[src/rtl/int_to_float_encoder.sv]
// int_to_float_encoder: signed/unsigned IN_W-bit integer to IEEE-754 single.
// Normalizes one left shift per cycle, then rounds to nearest-even.
// Optional out_type one-hot class output enabled by FLOAT_ENC_TYPE_EN.
module int_to_float_encoder #(
  parameter int IN_W = 32
) (
  input  logic            clk,
  input  logic            rst_n,
  input  logic            in_valid,
  output logic            in_ready,
  input  logic [IN_W-1:0] in_int,
  input  logic            in_signed,
  output logic            out_valid,
  input  logic            out_ready,
  output logic [31:0]     out_float,
  output logic            out_inexact
`ifdef FLOAT_ENC_TYPE_EN
  ,
  output logic [4:0]      out_type
`endif
);

  localparam int E0 = 127 + IN_W - 1;
  // Mantissa body below the hidden bit, widened so guard and sticky always exist.
  localparam int XW = ((IN_W - 1) > 25) ? (IN_W - 1) : 25;

  typedef enum logic [1:0] {S_IDLE, S_NORM, S_ROUND, S_DONE} state_t;

  state_t            state_q, state_d;
  logic [IN_W-1:0]   mag_q, mag_d;
  logic [7:0]        exp_q, exp_d;
  logic              sign_q, sign_d;
  logic [31:0]       float_q, float_d;
  logic              inexact_q, inexact_d;
  logic [4:0]        type_q, type_d;

  logic [XW-1:0]     body;
  logic [22:0]       frac_t, frac_r;
  logic              guard, sticky, rnd_up;
  logic [23:0]       frac_sum;
  logic [7:0]        exp_r;

  // Round-to-nearest-even on the normalized magnitude.
  always_comb begin
    body = '0;
    body[XW-1 -: (IN_W-1)] = mag_q[IN_W-2:0];
    frac_t   = body[XW-1 -: 23];
    guard    = body[XW-24];
    sticky   = |body[XW-25:0];
    rnd_up   = guard & (sticky | frac_t[0]);
    frac_sum = {1'b0, frac_t} + {23'd0, rnd_up};
    if (frac_sum[23]) begin
      frac_r = '0;
      exp_r  = exp_q + 8'd1;
    end else begin
      frac_r = frac_sum[22:0];
      exp_r  = exp_q;
    end
  end

  // Next-state and datapath update for the conversion FSM.
  always_comb begin
    state_d   = state_q;
    mag_d     = mag_q;
    exp_d     = exp_q;
    sign_d    = sign_q;
    float_d   = float_q;
    inexact_d = inexact_q;
    type_d    = type_q;
    case (state_q)
      S_IDLE: begin
        if (in_valid) begin
          sign_d = in_signed & in_int[IN_W-1];
          mag_d  = (in_signed & in_int[IN_W-1]) ? -in_int : in_int;
          exp_d  = 8'(E0);
          if (in_int == '0) begin
            float_d   = '0;
            inexact_d = 1'b0;
            type_d    = 5'b00001;
            state_d   = S_DONE;
          end else begin
            state_d = S_NORM;
          end
        end
      end
      S_NORM: begin
        if (mag_q[IN_W-1]) begin
          state_d = S_ROUND;
        end else begin
          mag_d = mag_q << 1;
          exp_d = exp_q - 8'd1;
        end
      end
      S_ROUND: begin
        float_d   = {sign_q, exp_r, frac_r};
        inexact_d = guard | sticky;
        type_d    = 5'b00010;
        state_d   = S_DONE;
      end
      S_DONE: begin
        if (out_ready) state_d = S_IDLE;
      end
      default: state_d = S_IDLE;
    endcase
  end

  // State and datapath registers; reset aborts any conversion in flight.
  always_ff @(posedge clk or negedge rst_n) begin
    if (!rst_n) begin
      state_q   <= S_IDLE;
      mag_q     <= '0;
      exp_q     <= '0;
      sign_q    <= 1'b0;
      float_q   <= '0;
      inexact_q <= 1'b0;
      type_q    <= '0;
    end else begin
      state_q   <= state_d;
      mag_q     <= mag_d;
      exp_q     <= exp_d;
      sign_q    <= sign_d;
      float_q   <= float_d;
      inexact_q <= inexact_d;
      type_q    <= type_d;
    end
  end

  assign in_ready    = (state_q == S_IDLE);
  assign out_valid   = (state_q == S_DONE);
  assign out_float   = float_q;
  assign out_inexact = inexact_q;

`ifdef FLOAT_ENC_TYPE_EN
  assign out_type = type_q;
`else
  logic unused_type;
  assign unused_type = ^type_q;
`endif

endmodule

[config.mk]
export PLATFORM = sky130hd
export DESIGN_NAME = int_to_float_encoder
export DESIGN_NICKNAME = d
export VERILOG_FILES = /design/src/rtl/int_to_float_encoder.sv
export SDC_FILE = /design/constraint.sdc
export NUM_CORES = 1
export LEC_CHECK = 0
export BUFFER_PORTS_ARGS = -buffer_cell sky130_fd_sc_hd__buf_2
export CORE_ASPECT_RATIO = 0.5
export CORE_UTILIZATION = 52
export DETAILED_ROUTE_END_ITERATION = 6
export HOLD_SLACK_MARGIN = 0.05
export PLACE_DENSITY_LB_ADDON = 0.12
export SLEW_MARGIN = 20
export SYNTH_ARGS = -nofsm -noshare
export SYNTH_HDL_FRONTEND = slang
export SYNTH_SLANG_ARGS = --single-unit
[constraint.sdc]
create_clock -name clk -period 2.35 [get_ports clk]
set_input_delay 0.5875 -clock clk [delete_from_list [all_inputs] [get_ports clk]]
set_output_delay 0.5875 -clock clk [all_outputs]
set_load 0.05 [all_outputs]
==> metrics.md <==
| Metric | Value |
|---|---|
| Status | completed |
| Post-Syn Nets | 572 |
| Post-CTS Resized | 0 |
| Crit end category | register |
| Kind of critical path | register to register |
| CTS Hold Buffers Added | 0 |
| Worst Slack Setup Final | 0.149 ns |
| Synth top area cells | dfrtp_1 (42%), o21ai_0 (6.7%), xnor2_1 (6.3%) |
| Hold Fails Final Rpt | 0 |
| Initial antenna violation count | 0 |
| Die Height | 68.2 µm |
| Clk root buf | clkbuf_16 |
| Area growth, synth to finish | 26.3% |
| Final setup vio count | 0 |
| DP Area | 5420 µm² |
| Placement Setup Slack | -0.113 ns |
| YS warnings | 0 |
| Distinct cells, synth | 47 |
| Max-cap viol count | 0 |
| Fin area | 5760 µm² |
| Vias | 4321 |
| # DRC | 0 |
| WL/cell | 17.1 µm |
| Worst endpoint required time | 2.54 ns |
| Crit-path max FO | 21 |
| Post-Syn Area per Cell | 8.66 µm² |
| CTS Sinks | 76 |
| Max-slew violations | 0 |
| Worst R2R End | mag_q[31]$_DFFE_PN0P_ |
| Fin crit share | 0.937 |
| Worst skew pair latency | 0.33 ns |
| Htree depth | 3 |
| Vias in the first global route | 4012 |
| N_diodes | 0 |
| Post-route ant nets | 0 |
| Worst Clk Skew | 0.00432 ns |
| Syn Inst Count | 527 |
| Port-buffer cells | 71 |
| Power per cell area | 1430 nW/µm² |
| Dpl hpwl | 9740 µm |
| Hold Crit Class | input port to async pin |
| Die area | 9180 µm² |
| DR vias/cell | 5.77 |
| Reg2reg setup slack | 0.15 ns |
| Routability cong. | 0.947 |
| Netlist Area Pre-Place | 4560 µm² |
| Initial Util | 0.552 |
| Async SR Flop Fraction | 1.00 |
| Yosys top cell area share | 0.417 |
| CTS Buf Count | 9 |
| WL final | 12800 µm |
| Pin count of the biggest net entering global routing | 40 |
| Crit path DAT | 2.39 ns |
| Cell Rows | 23 |
| First drt pass iteration count | 5 |
| FMAX | 454 MHz |
| EDFF count, synth | 0 |
| Clock Path Buffers | 2 |
| Num ports | 72 |
| Die span in x | 134 µm |
| Worst slew margin | 0.567 |
| First-pass GRT wire length | 21000 µm |
| Worst setup SP type | register |
| Commonest cells post-synth | dfrtp_1 (76), nand2_1 (67), o21ai_0 (61) |
| Post-CTS setup repair buffer count | 0 |
| Dominant cell type by area after synthesis | dfrtp_1 |
| FF+latch count, synth | 76 |
| Worst setup startpoint | state_q[0]$_DFFE_PN0P_ |
| Share of layout cells above drive strength 1 | 0.253 |
| Most frequent cell after synthesis | dfrtp_1 |
| DP Cell Count | 733 |
| GRT Util Overall | 0.303 |
| Worst-path clk slew | 0.06 ns |
| Worst r2r src | state_q[0]$_DFFE_PN0P_ |
| RSZ-0062 raised after global routing | false |
| Worst-Margin Slew | 0.650 ns |
| Post-synthesis sequential area ratio | 0.417 |
| Finished Layout Cells | 749 |
| Synth Flop Type | dfrtp_1 |
| Tmin final | 2.20 ns |
| Layout net count | 677 |
| Worst IR Drop VDD | 948 µV |
| Fillers | 674 |
| Grt total ovfl | 0 |
| Core box area | 8260 µm² |
| Leak | 0.00246 µW |
| Finished Core Util | 0.698 |
| Drt first-iter violations | 313 |
| Crit path capture | mag_q[31]$_DFFE_PN0P_ |
| CTS tree | built |
| R2r worst-path depth | 7 |
[layer usage]
| metal | up-vias | wire length (µm) | track usage |
|---|---|---|---|
| met5 | - | 0 | 0 |
| met1 | 2013 | 6420 | 0.459 |
| met2 | 216 | 4950 | 0.430 |
| met4 | 0 | 106 | 0.0632 |
| met3 | 11 | 1350 | 0.0763 |
| li1 | 2081 | - | - |
[cell type report]
cell class | count | area [µm²] | area share
well taps | 112 | 140 | 0.0243
inverters | 12 | 45.0 | 0.00782
repair buffers | 124 | 793 | 0.138
flip-flops and latches | 76 | 1900 | 0.330
clock inverters | 6 | 93.8 | 0.0163
clock buffers | 10 | 239 | 0.0415
multi-input cells | 409 | 2550 | 0.442
[worst min path at each step]
stage,startpoint,to,slack (ns),depth (start not counted)
floorplan,rst_n,exp_q[0]$_DFFE_PN0P_,0.29,0
global placement,out_float[14]$_DFFE_PN0P_,out_float[14]$_DFFE_PN0P_,0.46,2
detailed placement,out_float[23]$_DFFE_PN0P_,out_float[23]$_DFFE_PN0P_,0.46,2
CTS,rst_n,state_q[1]$_DFFE_PN0P_,0.23,1
global route,rst_n,state_q[1]$_DFFE_PN0P_,0.25,1
finish,rst_n,state_q[1]$_DFFE_PN0P_,0.21,1
[power by group]
group | internal [µW] | total, µW | switching (µW) | leakage [µW]
clock | 968 | 1530 | 560 | 0.000160
sequential | 1920 | 2510 | 588 | 0.000918
combinational | 1380 | 4190 | 2810 | 0.00139
total | 4270 | 8230 | 3960 | 0.00246
[per-stage QoR]
stage / power [µW] / setup TNS (ns) / hold slack (ns)
floorplan: 5290 / 0 / 0.292
global placement: 6530 / -1.24 / 0.457
detailed placement: 6630 / -2.80 / 0.464
CTS: 8170 / 0 / 0.234
global route: 8800 / 0 / 0.252
finish: 8230 / 0 / 0.211
[layout by cell type (no fill, tap or decap), types with 5 or more instances in the layout]
master     Yosys  routed
o31ai_1       14      14
buf_2          5      70
xnor2_1       33      33
clkbuf_16      0       9
nand2_1       67      67
inv_1         12      12
nand3_1       16      16
xor2_1        27      27
nor3_1         8       6
o22ai_1        5       5
ha_1           8       6
nor4_1         9       9
dfrtp_1       76      76
nand4_1       11      11
buf_4          0      51
or3_1          6       6
a31oi_1        7       6
a21oi_1       32      32
a22oi_1        5       5
and3_1         7       7
nor2_1        42      42
o21ai_0       61      59
nand2b_1       7       6
[critical path, stage by stage (launching register included)]
cell and delay [ns]:
dfrtp_1 0.40, inv_1 0.14, ha_4 0.22, nor2_1 0.09
a211o_1 0.34, buf_4 0.23, nor2_1 0.47, a31oi_1 0.16
[sequential cells by signal, indices dropped and copies added (netlist names)]
| register | count |
|---|---|
| out_inexact | 1 |
| mag_q | 32 |
| sign_q | 1 |
| out_float | 32 |
| state_q | 2 |
| exp_q | 8 |
[logic make-up (layout without fill, tap and decap cells)]
family,count (synthesis),count (layout),share of synthesized area
compound gates,140,140,0.184
xor+xnor,60,60,0.115
fa+ha+maj,8,8,0.0219
buf+inv,42,152,0.0359
flops,76,76,0.417
mux,2,2,0.00439
simple gates,199,199,0.222
Power figures use the tool's default switching activity.
